### src/rtl/ram_march_ctrl_if.sv
`default_nettype none
// ram_march_ctrl_if: control/status and RAM-side bundle for the march self-test sequencer.
// Revision: 1.0

interface ram_march_ctrl_if #(
  parameter int AW = 6,
  parameter int DW = 8
);
  logic          start;
  logic [DW-1:0] seed;
  logic [DW-1:0] ram_ip;
  logic [AW-1:0] ram_add;
  logic          ram_wr;
  logic [DW-1:0] ram_q;
  logic          busy;
  logic          done;
  logic          pass;
  logic [7:0]    err_cnt;
  logic [AW-1:0] err_add;
  logic [DW-1:0] err_exp;
  logic [DW-1:0] err_act;

  modport master (
    input  start, seed, ram_q,
    output ram_ip, ram_add, ram_wr, busy, done, pass,
           err_cnt, err_add, err_exp, err_act
  );

  modport slave (
    output start, seed, ram_q,
    input  ram_ip, ram_add, ram_wr, busy, done, pass,
           err_cnt, err_add, err_exp, err_act
  );
endinterface

`default_nettype wire

### src/rtl/ram_march_ctrl.sv
`default_nettype none
// ram_march_ctrl: two-pass (true/inverted) write/read-compare self-test for a single-port RAM.
// Revision: 1.0

module ram_march_ctrl #(
  parameter int AW     = 6,
  parameter int DW     = 8,
  parameter int DEPTH  = 64,
  parameter int RD_LAT = 1
) (
  input  wire logic         clk,
  input  wire logic         rst,
  ram_march_ctrl_if.master  bus
);

  typedef enum logic [2:0] {
    S_IDLE = 3'd0,
    S_W0   = 3'd1,
    S_R0   = 3'd2,
    S_D0   = 3'd3,
    S_W1   = 3'd4,
    S_R1   = 3'd5,
    S_D1   = 3'd6,
    S_DONE = 3'd7
  } state_t;

  localparam logic [AW-1:0]   c_LAST  = AW'(DEPTH - 1);
  localparam int              c_CW    = (RD_LAT > 1) ? $clog2(RD_LAT) : 1;
  localparam logic [c_CW-1:0] c_DLAST = c_CW'(RD_LAT - 1);

  state_t          r_state;
  logic [DW-1:0]   r_seed;
  logic [DW-1:0]   r_ram_ip;
  logic [AW-1:0]   r_ram_add;
  logic            r_ram_wr;
  logic            r_busy;
  logic            r_done;
  logic            r_pass;
  logic [7:0]      r_err_cnt;
  logic [AW-1:0]   r_err_add;
  logic [DW-1:0]   r_err_exp;
  logic [DW-1:0]   r_err_act;
  logic [c_CW-1:0] r_dcnt;
  logic [RD_LAT-1:0] r_pv;
  logic [DW-1:0]   r_pexp [RD_LAT];
  logic [AW-1:0]   r_padd [RD_LAT];

  logic [AW-1:0]   w_add_nxt;
  logic            w_at_last;
  logic            w_rd;
  logic [DW-1:0]   w_rd_sum;
  logic [DW-1:0]   w_rd_exp;
  logic [DW-1:0]   w_wr_sum;
  logic            w_mis;

  assign w_add_nxt = r_ram_add + AW'(1);
  assign w_at_last = (r_ram_add == c_LAST);
  assign w_rd      = (r_state == S_R0) || (r_state == S_R1);
  assign w_rd_sum  = r_seed + DW'(r_ram_add);
  assign w_rd_exp  = (r_state == S_R1) ? ~w_rd_sum : w_rd_sum;
  assign w_wr_sum  = r_seed + DW'(w_add_nxt);
  // The oldest pipeline stage lines up with the RAM data of the read it describes.
  assign w_mis     = r_pv[RD_LAT-1] && (bus.ram_q != r_pexp[RD_LAT-1]);

  always_ff @(posedge clk) begin
    if (rst) begin
      r_state   <= S_IDLE;
      r_seed    <= '0;
      r_ram_ip  <= '0;
      r_ram_add <= '0;
      r_ram_wr  <= 1'b0;
      r_busy    <= 1'b0;
      r_done    <= 1'b0;
      r_pass    <= 1'b0;
      r_err_cnt <= '0;
      r_err_add <= '0;
      r_err_exp <= '0;
      r_err_act <= '0;
      r_dcnt    <= '0;
      r_pv      <= '0;
      for (int i = 0; i < RD_LAT; i++) begin
        r_pexp[i] <= '0;
        r_padd[i] <= '0;
      end
    end else begin
      r_done    <= 1'b0;
      r_pv[0]   <= w_rd;
      r_pexp[0] <= w_rd_exp;
      r_padd[0] <= r_ram_add;
      for (int i = 1; i < RD_LAT; i++) begin
        r_pv[i]   <= r_pv[i-1];
        r_pexp[i] <= r_pexp[i-1];
        r_padd[i] <= r_padd[i-1];
      end

      if (w_mis) begin
        if (r_err_cnt != 8'hFF) begin
          r_err_cnt <= r_err_cnt + 8'd1;
        end
        if (r_err_cnt == 8'd0) begin
          r_err_add <= r_padd[RD_LAT-1];
          r_err_exp <= r_pexp[RD_LAT-1];
          r_err_act <= bus.ram_q;
        end
      end

      unique case (r_state)
        S_IDLE: begin
          r_ram_wr <= 1'b0;
          r_ram_ip <= '0;
          if (bus.start) begin
            r_seed    <= bus.seed;
            r_pass    <= 1'b0;
            r_err_cnt <= '0;
            r_err_add <= '0;
            r_err_exp <= '0;
            r_err_act <= '0;
            r_busy    <= 1'b1;
            r_ram_wr  <= 1'b1;
            r_ram_add <= '0;
            r_ram_ip  <= bus.seed;
            r_state   <= S_W0;
          end
        end
        S_W0, S_W1: begin
          if (w_at_last) begin
            r_ram_wr  <= 1'b0;
            r_ram_ip  <= '0;
            r_ram_add <= '0;
            r_state   <= (r_state == S_W0) ? S_R0 : S_R1;
          end else begin
            r_ram_add <= w_add_nxt;
            r_ram_ip  <= (r_state == S_W0) ? w_wr_sum : ~w_wr_sum;
          end
        end
        S_R0, S_R1: begin
          if (w_at_last) begin
            r_dcnt  <= '0;
            r_state <= (r_state == S_R0) ? S_D0 : S_D1;
          end else begin
            r_ram_add <= w_add_nxt;
          end
        end
        S_D0: begin
          if (r_dcnt == c_DLAST) begin
            r_ram_wr  <= 1'b1;
            r_ram_add <= '0;
            r_ram_ip  <= ~r_seed;
            r_state   <= S_W1;
          end else begin
            r_dcnt <= r_dcnt + c_CW'(1);
          end
        end
        S_D1: begin
          if (r_dcnt == c_DLAST) begin
            // Fold in the verdict of the final compare landing on this same edge.
            r_pass  <= (r_err_cnt == 8'd0) && !w_mis;
            r_busy  <= 1'b0;
            r_done  <= 1'b1;
            r_state <= S_DONE;
          end else begin
            r_dcnt <= r_dcnt + c_CW'(1);
          end
        end
        S_DONE: begin
          r_state <= S_IDLE;
        end
        default: begin
          r_state <= S_IDLE;
        end
      endcase
    end
  end

  assign bus.ram_ip  = r_ram_ip;
  assign bus.ram_add = r_ram_add;
  assign bus.ram_wr  = r_ram_wr;
  assign bus.busy    = r_busy;
  assign bus.done    = r_done;
  assign bus.pass    = r_pass;
  assign bus.err_cnt = r_err_cnt;
  assign bus.err_add = r_err_add;
  assign bus.err_exp = r_err_exp;
  assign bus.err_act = r_err_act;

endmodule

`default_nettype wire
### src/flat_wrapper.sv
// flat-port wrapper written by rule: the top's interface ports become plain ports
module ram_march_ctrl_flat 
#(
  parameter int AW     = 6,
  parameter int DW     = 8,
  parameter int DEPTH  = 64,
  parameter int RD_LAT = 1
)
  (clk, rst, bus_start, bus_seed, bus_ram_q, bus_ram_ip, bus_ram_add, bus_ram_wr, bus_busy, bus_done, bus_pass, bus_err_cnt, bus_err_add, bus_err_exp, bus_err_act);
  ram_march_ctrl_if #(.AW(AW), .DW(DW)) bus_i ();
  input  wire logic clk;
  input  wire logic rst;
  input wire logic [$bits(bus_i.start)-1:0] bus_start;
  input wire logic [$bits(bus_i.seed)-1:0] bus_seed;
  input wire logic [$bits(bus_i.ram_q)-1:0] bus_ram_q;
  output wire logic [$bits(bus_i.ram_ip)-1:0] bus_ram_ip;
  output wire logic [$bits(bus_i.ram_add)-1:0] bus_ram_add;
  output wire logic [$bits(bus_i.ram_wr)-1:0] bus_ram_wr;
  output wire logic [$bits(bus_i.busy)-1:0] bus_busy;
  output wire logic [$bits(bus_i.done)-1:0] bus_done;
  output wire logic [$bits(bus_i.pass)-1:0] bus_pass;
  output wire logic [$bits(bus_i.err_cnt)-1:0] bus_err_cnt;
  output wire logic [$bits(bus_i.err_add)-1:0] bus_err_add;
  output wire logic [$bits(bus_i.err_exp)-1:0] bus_err_exp;
  output wire logic [$bits(bus_i.err_act)-1:0] bus_err_act;
  assign bus_i.start = bus_start;
  assign bus_i.seed = bus_seed;
  assign bus_i.ram_q = bus_ram_q;
  assign bus_ram_ip = bus_i.ram_ip;
  assign bus_ram_add = bus_i.ram_add;
  assign bus_ram_wr = bus_i.ram_wr;
  assign bus_busy = bus_i.busy;
  assign bus_done = bus_i.done;
  assign bus_pass = bus_i.pass;
  assign bus_err_cnt = bus_i.err_cnt;
  assign bus_err_add = bus_i.err_add;
  assign bus_err_exp = bus_i.err_exp;
  assign bus_err_act = bus_i.err_act;
  ram_march_ctrl #(.AW(AW), .DW(DW), .DEPTH(DEPTH), .RD_LAT(RD_LAT)) u_core (.clk(clk), .rst(rst), .bus(bus_i));
endmodule
### config.mk
export PLATFORM = sky130hd
export DESIGN_NAME = ram_march_ctrl_flat
export DESIGN_NICKNAME = d
export VERILOG_FILES = /design/src/rtl/ram_march_ctrl_if.sv /design/src/rtl/ram_march_ctrl.sv /design/src/flat_wrapper.sv
export SDC_FILE = /design/constraint.sdc
export NUM_CORES = 1
export LEC_CHECK = 0
export ABC_AREA = 1
export CORE_ASPECT_RATIO = 1.2
export CORE_MARGIN = 1
export CORE_UTILIZATION = 29
export DETAILED_ROUTE_END_ITERATION = 12
export PLACE_DENSITY = 0.47
export SLEW_MARGIN = 20
export SYNTH_ARGS = -nofsm -noshare
export SYNTH_HDL_FRONTEND = slang
export SYNTH_SLANG_ARGS = --single-unit
### constraint.sdc
create_clock -name clk -period 2.5 [get_ports clk]
set_input_delay 0.5 -clock clk [delete_from_list [all_inputs] [get_ports clk]]
set_output_delay 0.5 -clock clk [all_outputs]
set_load 0.01 [all_outputs]
==> flow_summary.ini, run 1 <==
[power]
powerDensity_nw_per_um2 = 931
peakVddDrop_mv = 0.391
leakagePower_nw = 2.38

[worst_setup_path]
r2r_cells = 13
rrSetupSlack_ps = 240
cp_max_fo = 6
worst_ep_required_time_ps = 2770
crit_path_end_kind = register
r2r-end = u_core.bus.ram_ip[7]$_SDFFE_PP0P_
arrival_ps = 2530
critPathKind = reg -> reg
worst_setup_path_start_kind = register
reg2reg_from = u_core.bus.ram_add[0]$_SDFFE_PP0P_

[logic_synthesis]
ys_dominant_reg_cell = dfxtp_1
synth-seq-cells = 74
netlist-cell-type-count = 34
syn_nets = 615
synthCells = 579
yosys_warnings = 0
synth.top_cell.area_share_pct = 37.3
synth_most_common_cell = nand2_1
seq_area_frac_synth_pct = 37.3
synth_top_cell_by_area = dfxtp_1
synth_area_leaders = dfxtp_1 (37%), nand2_1 (13%), nor2_1 (7.9%)
mappedNetlistArea_sq_um = 3970
async_flop_share_pct = 0
synth_edf_count = 0
avgSynthCellArea_sq_um = 6.86
synth_common_cells = nand2_1 (137), nor2_1 (84), inv_1 (76)

[global_routing]
grt_pass1_vias = 3605
grt_max_degree = 37
track_usage_pct = 16.0
grt-ovfl-total = 0
grt_antenna_before_repair = 0
grt_pass1_wl_um = 17400

[cts]
clock_path_buffers = 2
htreeDepth = 3
post_cts_buffers = 0
ctsHoldBuffers = 0
clkSinkCount = 74
cts_tree = yes
cts_root_buffer = clkbuf_16
cts_buffers = 9
cts.clk_slew.worst_paths_ps = 70
clkLatencyLatePin_ps = 340

[drt]
postRouteAntennaNets = 0
vias = 3680
highest_layer = met4
first_pass_iters = 4
drc = 0
vias_per_cell = 4.47
wirelength_um = 10500
wl_per_cell_um = 12.8
wirelength_met1_um = 4680
drt_iter0_markers = 120
met2_wirelength_um = 5180
routed-wl-met3_um = 458

[timing]
clock_skew_ps = 8.02
period_share_pct = 90.4
timing.final.ws_setup_ps = 239
worst_pin_slew_ps = 481
maxSlewViolCount = 0
fin_tns_setup_ps = 0
fin_crit_ps = 2260
relSlewSlack_pct = 67.9
setup_violations = 0
max_freq_ghz = 0.442
hold_viol = 0

[placement]
hpwl_um = 8070
gp_congestion = 0.840
io_buffers = 66
pre_cts_ws_ps = 51.4

[die]
core_region_area_sq_um = 13300
ios = 67
initial_core_util_pct = 29.9
placementRows = 46
die_w_um = 109
die_h_um = 130
fp.dieArea_sq_um = 14200

[layout]
fill_cells = 1418
drive_gt1_share_pct = 9.01
nets = 686
diodes = 0
register_area_sq_um = 1480
multi_input_area_sq_um = 2110
area_growth_pct = 29.6
fin_util_pct = 38.7

[run]
cap_violations = 0

[worst_hold_path]
min_path_type = reg -> reg
min-delay-start = u_core.r_padd[0][4]$_SDFF_PP0_
hold_path_end = u_core.bus.err_add[4]$_SDFF_PP0_
worstHoldPathCells = 2

[run_status]
outcome = finished clean
## worst max path at each step
stage	cells past startpoint	slack (ps)	from	to
3_5_place_dp	13	50	u_core.bus.ram_add[0]$_SDFFE_PP0P_	u_core.bus.ram_ip[7]$_SDFFE_PP0P_
5_1_grt	13	-1	u_core.bus.ram_add[0]$_SDFFE_PP0P_	u_core.bus.ram_ip[7]$_SDFFE_PP0P_
3_3_place_gp	13	30	u_core.bus.ram_add[0]$_SDFFE_PP0P_	u_core.bus.ram_ip[7]$_SDFFE_PP0P_
2_1_floorplan	13	360	u_core.bus.ram_add[0]$_SDFFE_PP0P_	u_core.bus.ram_ip[7]$_SDFFE_PP0P_
6_report	13	240	u_core.bus.ram_add[0]$_SDFFE_PP0P_	u_core.bus.ram_ip[7]$_SDFFE_PP0P_
4_1_cts	13	8	u_core.bus.ram_add[0]$_SDFFE_PP0P_	u_core.bus.ram_ip[7]$_SDFFE_PP0P_
## cells by family after synthesis
logic type / after synthesis / synth area share, %
adders and majority gates: 17 / 5.73
DFF: 74 / 37.3
buffers and inverters: 101 / 9.92
and+or+nand+nor: 273 / 29.0
xor gates and xnor gates: 27 / 5.95
AOI/OAI and AO/OA: 87 / 12.1
## critical path, cell delays in order, from the launching register on
cell and delay (ps):
dfxtp_2 390, ha_1 200, nand2_1 70, nor2_2 150
xor2_1 160, inv_1 80, ha_2 320, a21oi_2 190
nor2_1 50, o21ai_0 190, nand2_1 80, nand2_1 60
nand3_1 100, a21oi_1 140
## repair_timing
action / 4_1_cts / 5_1_grt
endpoints found under the setup margin: 0 / 1
endpoints found under the hold margin: 0 / 0
gates resized for setup: 0 / 4
## metrics by stage
stage	cell area [sq um]	power [mW]	hold WS, ps	instances
final	5150	4.79	459	823
after detailed placement	4850	3.57	447	807
after global routing	5150	5.16	493	823
after CTS	5140	4.86	463	823
after global placement	4850	3.56	442	807
after floorplan	3970	2.89	431	579
## layer usage
layer / global-route usage, % / up-vias
met3: 3.25 / 15
met2: 28.1 / 73
li1: - / 1952
met4: 7.15 / 0
met1: 18.7 / 1640
met5: 0 / -
## placed cells by master (no fill, tap or decap), types with 5 or more instances in the layout
cell type        synthesis  final
nand4_1                  5      5
nand2_1                137    137
inv_2                    9      9
xor2_1                  17     17
o211ai_1                 7      7
inv_1                   76     76
xnor2_1                 10     10
dfxtp_1                 74     73
nand2_2                  7      7
clkbuf_16                0      9
o21ai_0                 30     30
ha_1                    15     14
buf_4                    2      8
clkdlybuf4s50_1          0     66
a21oi_1                 37     36
nand3_1                 26     26
nor2_1                  84     83
## registers in the layout (all words and copies together), names as in the netlist
signal,cells
u_core.bus.done,1
u_core.r_pv,1
u_core.r_pexp,8
u_core.bus.pass,1
u_core.bus.ram_ip,8
u_core.bus.err_add,6
u_core.r_state,3
u_core.bus.ram_wr,1
u_core.bus.err_exp,8
u_core.r_seed,8
u_core.r_padd,6
u_core.bus.err_cnt,8
u_core.bus.err_act,8
u_core.bus.ram_add,6
u_core.bus.busy,1
## where the power goes
| group | internal [mW] | switching [mW] | leakage [nW] | total (mW) |
|---|---|---|---|---|
| sequential | 1.39 | 0.203 | 0.603 | 1.60 |
| clock | 0.689 | 0.560 | 0.131 | 1.25 |
| combinational | 0.795 | 1.15 | 1.65 | 1.95 |
| total | 2.88 | 1.91 | 2.38 | 4.79 |
## final cells by class
class / count / share of cell area (%)
clock buffer: 9 / 4.37
tap: 168 / 4.08
inverter: 86 / 6.32
sequential: 74 / 28.8
clock inverter: 7 / 1.17
timing repair buffer: 75 / 14.4
multi-input combinational: 404 / 40.9
Power figures use the tool's default switching activity.
==> run 2: changes to the inputs <==
Settings changed: REMOVE_ABC_BUFFERS from default to 1.
==> run 2 against run 1 <==
Fmax increased by 1.6%. First-iteration DRC count rose by 41%. Sequential power hardly changed. Register-to-register slack improved by 40 ps. Sequential cell count did not move. Wire length decreased by 5.1%. Cell count fell by 0.24%. Setup slack gained 35 ps. Utilization fell by 0.18 points. Clock power hardly changed.
==> flow_summary.ini, run 2 (synthesis results as in run 1) <==
[run_status]
outcome = finished clean

[worst_hold_path]
min_path_type = reg -> reg

[timing]
worst_pin_slew_ps = 478
maxSlewViolCount = 0
hold_viol = 0
period_share_pct = 89.0
setup_violations = 0
fin_tns_setup_ps = 0
clock_skew_ps = 7.75
timing.final.ws_setup_ps = 274
max_freq_ghz = 0.449
relSlewSlack_pct = 68.1
rsz0062_at_grt = no
fin_crit_ps = 2230

[global_routing]
grt_pass1_wl_um = 16300
busiest_layer = met2
track_usage_pct = 15.2
grt_max_degree = 45
gr-usage-met3_pct = 2.45
grt_antenna_before_repair = 0
grt_pass1_vias = 3336
gr-usage-met1_pct = 18.9
use_met2_pct = 24.5
grt-ovfl-total = 0

[layout]
final_common_cell = nand2_1
drive_gt1_share_pct = 8.12
diodes = 0
fin_util_pct = 38.6
nets = 684
area_growth_pct = 29.0
fin_cells = 821
fill_cells = 1391
layout_common_cells = nand2_1 (137), nor2_1 (84), inv_1 (76)

[run]
cap_violations = 0

[cts]
clkSinkCount = 74
htreeDepth = 3
clock_path_buffers = 2
cts_buffers = 9
cts_root_buffer = clkbuf_16
ctsHoldBuffers = 0
cts.clk_slew.worst_paths_ps = 50
cts_tree = yes
clkLatencyLatePin_ps = 340

[power]
powerDensity_nw_per_um2 = 923
peakVddDrop_mv = 0.421
finalPower_mw = 4.73
leakagePower_nw = 2.38

[drt]
vias = 3605
wl_per_cell_um = 12.2
postRouteAntennaNets = 0
drc = 0
first_pass_iters = 4
wirelength_um = 9990
vias_per_cell = 4.39
drt_iter0_markers = 169

[worst_setup_path]
crit_path_end_kind = register
cp_max_fo = 6
arrival_ps = 2500
worst_setup_path_start_kind = register
worst_ep_required_time_ps = 2770
critPathKind = reg -> reg

[die]
placementRows = 46
die_h_um = 130
core_region_area_sq_um = 13300
fp.dieArea_sq_um = 14200
die_w_um = 109
initial_core_util_pct = 29.9
ios = 67

[placement]
hpwl_um = 7470
dp.cells = 805
pre_cts_ws_ps = 225
gp_congestion = 0.820
io_buffers = 66
==> run 2: cell types whose count changed in the layout (fill, tap and decap cells not counted), sizes merged <==
cell      change
buf           -2
clkbuf        +3
clkinv        +3
clkinvlp      -2
inv           -4
==> run 2: repair_timing <==
item,in CTS,in global routing
gates resized for setup,0,2
buffers inserted,0,0
setup endpoints to repair,0,1
==> run 2: routing by layer <==
layer / vias to the layer above / routed length (um)
met4: 0 / 337
met3: 16 / 315
met5: - / 0
met2: 71 / 4560
met1: 1569 / 4780
li1: 1949 / -
==> run 2: worst paths after layout <==
check	start	end	slack [ps]	depth (start not counted)
max reg2reg	u_core.bus.ram_add[0]$_SDFFE_PP0P_	u_core.bus.ram_ip[7]$_SDFFE_PP0P_	270	13
max	u_core.bus.ram_add[0]$_SDFFE_PP0P_	u_core.bus.ram_ip[7]$_SDFFE_PP0P_	270	13
min reg2reg	u_core.r_padd[0][1]$_SDFF_PP0_	u_core.bus.err_add[1]$_SDFF_PP0_	450	2
min	u_core.r_padd[0][1]$_SDFF_PP0_	u_core.bus.err_add[1]$_SDFF_PP0_	450	2
==> run 2: layout make-up <==
cell class | count | area, sq um | share of cell area [%]
Multi-Input combinational cell | 404 | 2100 | 41.0
Sequential cell | 74 | 1480 | 28.9
Timing Repair Buffer | 73 | 726 | 14.2
Inverter | 86 | 325 | 6.35
Clock buffer | 12 | 256 | 5.00
Tap cell | 168 | 210 | 4.10
Clock inverter | 4 | 26.3 | 0.513
==> run 2: worst max-delay path: stages, from the launching register on <==
cell,delay [ps]
dfxtp_1,430
ha_1,220
nand2_1,60
nor2_1,160
xor2_1,160
inv_1,70
ha_1,360
a21oi_2,190
nor2_1,60
o21ai_1,150
nand2_1,70
nand2_1,50
nand3_1,60
a21oi_1,120
==> run 2: power breakdown <==
part	switching (mW)	total, mW	internal, mW
registers	0.194	1.59	1.39
clock network	0.504	1.23	0.724
logic	1.12	1.91	0.791
total	1.82	4.73	2.91
==> run 2: metrics by stage <==
stage               hold slack (ps)  cell area [sq um]
floorplan                       431               3900
global placement                445               4840
detailed placement              440               4840
CTS                             457               5120
global route                    486               5130
finish                          454               5130
==> run 3: changes to the inputs <==
Settings changed: CORE_UTILIZATION 29 to 45, PLACE_DENSITY 0.47 to 0.67, TNS_END_PERCENT from default to 30.
==> run 3 against run 2 <==
Setup slack got worse by 27 ps. Cell count fell by 6.3%. Sequential cell count did not move. Final area fell by 2.2%. Total power fell by 2.9%. Clock skew rose by 4.3 ps. Utilization rose by 20 points. Combinational power barely moved.
==> flow_summary.ini, run 3 (synthesis results as in run 1) <==
[worst_setup_path]
path_depth = 13
cpPeakStageDelay_ps = 400
rrSetupSlack_ps = 250
reg2reg_from = u_core.bus.ram_add[1]$_SDFFE_PP0P_
path_cells = ha_1, nand2_1, nor2_1, xor2_1, inv_1, ha_1, a21oi_2, nor2_1, o21ai_1, nand2_1, nand2_1, nand3_1, a21oi_1
arrival_ps = 2550
worst_setup_path_start_kind = register
cp_max_fo = 5
crit_start = u_core.bus.ram_add[1]$_SDFFE_PP0P_
r2r-end = u_core.bus.ram_ip[7]$_SDFFE_PP0P_
critPathKind = reg -> reg
worst_ep_required_time_ps = 2790
crit_path_frequent_cell = nand2_1
cp_slowest_cell = dfxtp_1
r2r_cells = 13
crit_path_end = u_core.bus.ram_ip[7]$_SDFFE_PP0P_
crit_buf_inv = 1
cpLargestDelayFamily = adder cells
crit_path_end_kind = register

[timing]
fin_crit_ps = 2250
worst_pin_slew_ps = 451
relSlewSlack_pct = 69.9
max_freq_ghz = 0.444
whs_ps = 452
maxSlewViolCount = 0
timing.final.ws_setup_ps = 248
clock_skew_ps = 12.1
hold_viol = 0
rsz0062_at_grt = no
fin_tns_setup_ps = 0
period_share_pct = 90.1
setup_violations = 0

[layout]
nets = 683
diodes = 0
area_growth_pct = 26.1
layout_common_cells = nand2_1 (137), nor2_1 (84), inv_1 (76)
final_common_cell = nand2_1
drive_gt1_share_pct = 8.28

[power]
powerDensity_nw_per_um2 = 917
peakVddDrop_mv = 0.524
leakagePower_nw = 2.35

[placement]
gp_congestion = 0.910
hpwl_um = 6750
io_buffers = 66
pre_cts_ws_ps = 157

[die]
fp.dieArea_sq_um = 9210
die_w_um = 87.8
initial_core_util_pct = 46.4
ios = 67
core_region_area_sq_um = 8560
die_h_um = 105
placementRows = 37

[drt]
highest_layer = met4
vias_per_cell = 4.76
first_pass_iters = 4
vias = 3664
postRouteAntennaNets = 0
drt_iter0_markers = 169
wirelength_met1_um = 4230
met2_wirelength_um = 4400
drc = 0
routed-wl-met3_um = 301
wl_per_cell_um = 11.9
wirelength_um = 9130

[cts]
clock_path_buffers = 2
clkLatencyLatePin_ps = 360
ctsHoldBuffers = 0
clkSinkCount = 74
cts.clk_slew.worst_paths_ps = 80
cts_tree = yes
htreeDepth = 3
cts_buffers = 9
cts_root_buffer = clkbuf_8

[global_routing]
grt_antenna_before_repair = 0
grt_max_degree = 45
grt_pass1_wl_um = 15700
grt-ovfl-total = 0
grt_pass1_vias = 3441
track_usage_pct = 21.7

[run]
cap_violations = 0

[worst_hold_path]
min_path_type = reg -> reg

[run_status]
outcome = finished clean
-- run 3: cell count changes in the layout (fill, tap and decap cells not counted) --
cell,previous run,this run
dfxtp_1,74,73
clkbuf_16,9,0
clkinv_4,1,0
bufinv_16,0,2
clkbuf_1,1,0
dfxtp_2,0,1
buf_4,6,5
clkinv_2,2,1
clkbuf_8,2,12
-- run 3: what timing repair did --
action | CTS | global route
buffers inserted | 0 | 0
resized for setup | 0 | 3
setup endpoints to repair | 0 | 1
-- run 3: worst min path at each step --
stage | to | startpoint | depth (start not counted) | slack [ps]
after floorplan | u_core.bus.err_add[0]$_SDFF_PP0_ | u_core.r_padd[0][0]$_SDFF_PP0_ | 2 | 430
after global placement | u_core.bus.err_add[2]$_SDFF_PP0_ | u_core.r_padd[0][2]$_SDFF_PP0_ | 2 | 440
after detailed placement | u_core.bus.err_add[2]$_SDFF_PP0_ | u_core.r_padd[0][2]$_SDFF_PP0_ | 2 | 440
after CTS | u_core.bus.err_add[0]$_SDFF_PP0_ | u_core.r_padd[0][0]$_SDFF_PP0_ | 2 | 460
after global routing | u_core.bus.err_add[0]$_SDFF_PP0_ | u_core.r_padd[0][0]$_SDFF_PP0_ | 2 | 470
final | u_core.bus.err_add[0]$_SDFF_PP0_ | u_core.r_padd[0][0]$_SDFF_PP0_ | 2 | 450
-- run 3: layout make-up --
class                      count  area [sq um]
timing repair buffer          72           718
fill                         808          3550
clock buffer                  12           165
inverter                      86           325
clock inverter                 4          72.6
multi-input combinational    404          2100
sequential                    74          1480
tap                          117           146
-- run 3: metrics by stage --
step                utilization [%]  power, mW  cells  instance area, sq um
finish                         58.5       4.59    769                  5010
global route                   58.5       4.93    769                  5010
global placement               55.7       3.47    753                  4770
floorplan                         -       2.85    564                  3900
detailed placement             55.7       3.50    753                  4770
CTS                            58.5       4.61    769                  5010
-- run 3: worst reg2reg max path: stages (launching register included) --
cell and delay (ps):
dfxtp_1 400, ha_1 220, nand2_1 60, nor2_1 160
xor2_1 190, inv_1 80, ha_1 370, a21oi_2 200
nor2_1 60, o21ai_1 150, nand2_1 70, nand2_1 50
nand3_1 60, a21oi_1 130
-- run 3: where the power goes --
group / switching [mW] / internal, mW / leakage (nW)
clock: 0.460 / 0.642 / 0.119
combinational: 1.12 / 0.790 / 1.63
sequential: 0.188 / 1.39 / 0.603
total: 1.77 / 2.82 / 2.35
-- run 3: metal layers --
layer  track usage, %  up-vias
li1                 -     1943
met1             27.3     1630
met2             35.7       75
met3             2.92       16
met4             11.1        0
met5                0        -
